==> src/rtl/trng_autocorr_lag_cnt.sv <==
// History shift register plus one match counter per lag (1..MAX_LAG),
// with synchronous clear, prime-only shifting and a lag-select read mux.
module trng_autocorr_lag_cnt #(
    parameter int MAX_LAG = 4,
    parameter int ADDR_W  = 8,
    localparam int SEL_W  = $clog2(MAX_LAG + 1)
) (
    input  logic              clk,
    input  logic              rst_n,
    input  logic              clr,
    input  logic              shift_en,
    input  logic              count_en,
    input  logic              bit_data,
    input  logic [SEL_W-1:0]  sel,
    output logic [ADDR_W-1:0] cnt_sel
);

    logic [MAX_LAG-1:0] hist_vec;
    logic [ADDR_W-1:0]  cnt_arr [MAX_LAG];

    genvar gi;
    generate
        for (gi = 0; gi < MAX_LAG; gi++) begin : g_lag
            logic              hist_reg;
            logic [ADDR_W-1:0] cnt_reg;
            logic              hist_in;

            // hist_vec[k-1] holds the bit seen k transfers ago
            if (gi == 0) begin : g_head
                assign hist_in = bit_data;
            end else begin : g_tail
                assign hist_in = hist_vec[gi-1];
            end

            always_ff @(posedge clk or negedge rst_n) begin
                if (!rst_n) begin
                    hist_reg <= 1'b0;
                    cnt_reg  <= '0;
                end else if (clr) begin
                    hist_reg <= 1'b0;
                    cnt_reg  <= '0;
                end else begin
                    if (shift_en || count_en) begin
                        hist_reg <= hist_in;
                    end
                    if (count_en && (bit_data == hist_reg)) begin
                        cnt_reg <= cnt_reg + ADDR_W'(1);
                    end
                end
            end

            assign hist_vec[gi] = hist_reg;
            assign cnt_arr[gi]  = cnt_reg;
        end
    endgenerate

    always_comb begin
        cnt_sel = '0;
        for (int i = 0; i < MAX_LAG; i++) begin
            if (sel == SEL_W'(i + 1)) begin
                cnt_sel = cnt_arr[i];
            end
        end
    end

endmodule

==> config.mk <==
export PLATFORM = sky130hd
export DESIGN_NAME = trng_autocorr_lag_cnt
export DESIGN_NICKNAME = d
export VERILOG_FILES = /design/src/rtl/trng_autocorr_lag_cnt.sv
export SDC_FILE = /design/constraint.sdc
export NUM_CORES = 1
export LEC_CHECK = 0
export ABC_AREA = 0
export BUFFER_PORTS_ARGS = -buffer_cell sky130_fd_sc_hd__buf_2
export CAP_MARGIN = 15
export CORE_MARGIN = 4
export CORE_UTILIZATION = 44
export CTS_BUF_LIST = sky130_fd_sc_hd__clkbuf_4 sky130_fd_sc_hd__clkbuf_8
export DETAILED_ROUTE_END_ITERATION = 16
export PLACE_DENSITY = 0.73
export REMOVE_ABC_BUFFERS = 1
export SETUP_SLACK_MARGIN = 0.3
export SYNTH_ARGS = -nofsm -noshare
export SYNTH_HDL_FRONTEND = slang
export SYNTH_SLANG_ARGS = --single-unit
export TNS_END_PERCENT = 10
==> constraint.sdc <==
create_clock -name clk -period 2.45 [get_ports clk]
set_clock_uncertainty 0.2 [all_clocks]
set_input_delay 0.735 -clock clk [delete_from_list [all_inputs] [get_ports clk]]
set_output_delay 0.735 -clock clk [all_outputs]
set_load 0.02 [all_outputs]
==> impl_metrics.env <==
export IMPL_routed_wl_um=5350
export IMPL_dp_hpwl_um=3580
export IMPL_hold_class="input port to async pin"
export IMPL_synth_ff_type="dfrtp_1"
export IMPL_largest_register_ffs=32
export IMPL_critPathMaxFanout=8
export IMPL_synth_top_area_frac=0.415
export IMPL_post_dp_cell_area_um2=2320
export IMPL_finalCritPeriodShare=1.04
export IMPL_num_io_pins=17
export IMPL_cts_sinks=36
export IMPL_report_final_slew_viol_count=0
export IMPL_vdd_drop_max_mv=0.346
export IMPL_violations="setup timing"
export IMPL_ys_seq_area_frac=0.415
export IMPL_fmax_mhz=392
export IMPL_dr_pass1_iters=4
export IMPL_drt_iter0_markers=129
export IMPL_grt_max_degree=37
export IMPL_die_h_um=78.2
export IMPL_start_util=0.456
export IMPL_dieArea_um2=6120
export IMPL_vias_per_cell=6.02
export IMPL_busiest_layer="met2"
export IMPL_clk_pin_slew_ns=0.07
export IMPL_port_buffers=16
export IMPL_routed_via_count=1896
export IMPL_grt_use_met2=0.289
export IMPL_grt_first_pass_wirelength_um=8900
export IMPL_setup_viol=8
export IMPL_synth_seq_cells=36
export IMPL_tritoncts="done"
export IMPL_synthCells=228
export IMPL_coreArea_um2=4750
export IMPL_dp_cells=305
export IMPL_leakage_nw=1.03
export IMPL_die_w_um=78.2
export IMPL_ant_nets=0
export IMPL_post_place_ws_ns=-0.368
export IMPL_crit_arrival_ns=1.62
export IMPL_status="finished, violations left"
export IMPL_syn_to_final_growth_pct=20.1
export IMPL_relSlewSlack=0.622
export IMPL_synth_top_area_cell="dfrtp_1"
export IMPL_async_flop_share=1.00
export IMPL_synth_area_leaders="dfrtp_1 42%, a21oi_1 6.9%, o21ai_0 4.4%"
export IMPL_avgSynthCellArea_um2=9.52
export IMPL_cp_startpoint="sel[2]"
export IMPL_nets=260
export IMPL_drc_errors=0
export IMPL_track_usage=0.185
export IMPL_ctsLongestPathBuffers=2
export IMPL_cap_viol_max_count=0
export IMPL_finalInstanceArea_um2=2610
export IMPL_numCtsBuffers=5
export IMPL_clkLatencyLatePin_ns=0.29
export IMPL_antenna_found_initial=0
export IMPL_rrSetupSlack_ns=0.68
export IMPL_critPathRequiredTime_ns=1.51
export IMPL_yosys_warnings=0
export IMPL_instances_no_fill=315
export IMPL_final_util=0.548
export IMPL_layout_commonest_cell="dfrtp_1"
export IMPL_synth_distinct_cells=32
export IMPL_rows=25
export IMPL_cts_htree_levels=2
export IMPL_tightest_slew_ns=0.567
export IMPL_grtUsageMet1=0.259
export IMPL_fin_ws_ns=-0.104
export IMPL_cp_end_kind="primary output"
export IMPL_start_kind="input port"
export IMPL_drive_above_1_share=0.262
export IMPL_place_gp_congestion=0.818
export IMPL_path_class="input port to primary output"
export IMPL_finalHoldViolations=0
export IMPL_synth_edff_count=0
export IMPL_post_drt_wl_per_cell_um=17.0
export IMPL_pwr_density_cell_nw_per_um2=470
export IMPL_rsz0062_at_grt="true"
export IMPL_reg2reg_from="g_lag[0].cnt_reg[0]"
export IMPL_netlist_area_um2=2170
export IMPL_root_buffer="clkbuf_8"
export IMPL_grt_use_met3=0.0367
export IMPL_grt_pass1_vias=1786
export IMPL_diodes=0
export IMPL_mostFrequentLayoutCells="36 x dfrtp_1, 30 x a21oi_1, 19 x o21ai_0, 15 x buf_4"
export IMPL_fin_crit_ns=2.55
export IMPL_fin_setup_tns_ns=-0.529
export IMPL_overflow=0
## Yosys cell counts (all sizes together), types with 4 or more instances
master / number
ha: 4
a22oi: 8
or3: 12
a21oi: 30
o31ai: 10
mux2: 6
or4: 10
nand2: 12
nor2: 7
nand3: 6
buf: 12
clkbuf: 5
xor2: 4
mux2i: 8
nor2b: 8
dfrtp: 36
o22ai: 8
nand4: 12
o21ai: 20
## power by group
group | leakage [nW] | internal [W] | total (W) | switching, W
Clock | 0.0510 | 0.000225 | 0.000449 | 0.000225
Sequential | 0.499 | 0.000604 | 0.000619 | 0.0000155
Combinational | 0.485 | 0.0000574 | 0.000155 | 0.0000975
## per-layer routing
| metal | share of wire | vias up |
|---|---|---|
| met5 | 0 | - |
| met4 | 0.013 | 0 |
| met3 | 0.057 | 7 |
| met2 | 0.49 | 53 |
| met1 | 0.44 | 935 |
| li1 | - | 901 |
## final timing paths
| path | to | cells past startpoint |
|---|---|---|
| setup reg to reg | g_lag[0].cnt_reg[6] | 4 |
| hold / removal | g_lag[1].cnt_reg[5] | 2 |
| max in group asynchronous | g_lag[3].hist_reg | 2 |
| hold reg to reg | g_lag[3].hist_reg | 2 |
| min in group clk | g_lag[3].hist_reg | 2 |
| setup / recovery | cnt_sel[3] | 7 |
## worst max-delay path, cell delays in order
cell and delay [ns]:
buf_8 0.10, buf_6 0.11, nor2b_4 0.12, buf_8 0.14
a22oi_2 0.15, o22ai_2 0.10, buf_4 0.16
## final cells by class
type / count / area, µm²
fillers: 429 / 2150
multi-input cells: 174 / 1270
flip-flops and latches: 36 / 901
repair buffers: 29 / 251
well taps: 67 / 83.8
clock buffers: 6 / 82.6
clock inverters: 2 / 10.0
inverters: 1 / 7.51
## cell families (layout without fill, tap and decap cells)
group / count (synthesis) / in the layout / synth area share
xor gates and xnor gates: 6 / 6 / 0.0311
AOI/OAI and AO/OA: 76 / 76 / 0.201
buffers and inverters: 18 / 38 / 0.0473
DFF: 36 / 36 / 0.415
muxes: 14 / 14 / 0.0681
and+or+nand+nor: 74 / 74 / 0.215
adders and majority gates: 4 / 4 / 0.0231
## what timing repair did
item	in CTS	in global routing
hold buffers	0	0
buffers inserted	1	1
setup endpoints to repair	8	15
gates resized for setup	25	14
pin swaps	9	4
## metrics by stage
| stage | hold WS (ns) | power [W] |
|---|---|---|
| after floorplan | 0.239 | 0.000681 |
| after global placement | 0.348 | 0.000754 |
| after detailed placement | 0.356 | 0.000758 |
| after CTS | 0.294 | 0.00122 |
| after global routing | 0.325 | 0.00127 |
| final | 0.277 | 0.00122 |
Note: power is estimated with default switching activity, not from simulation.
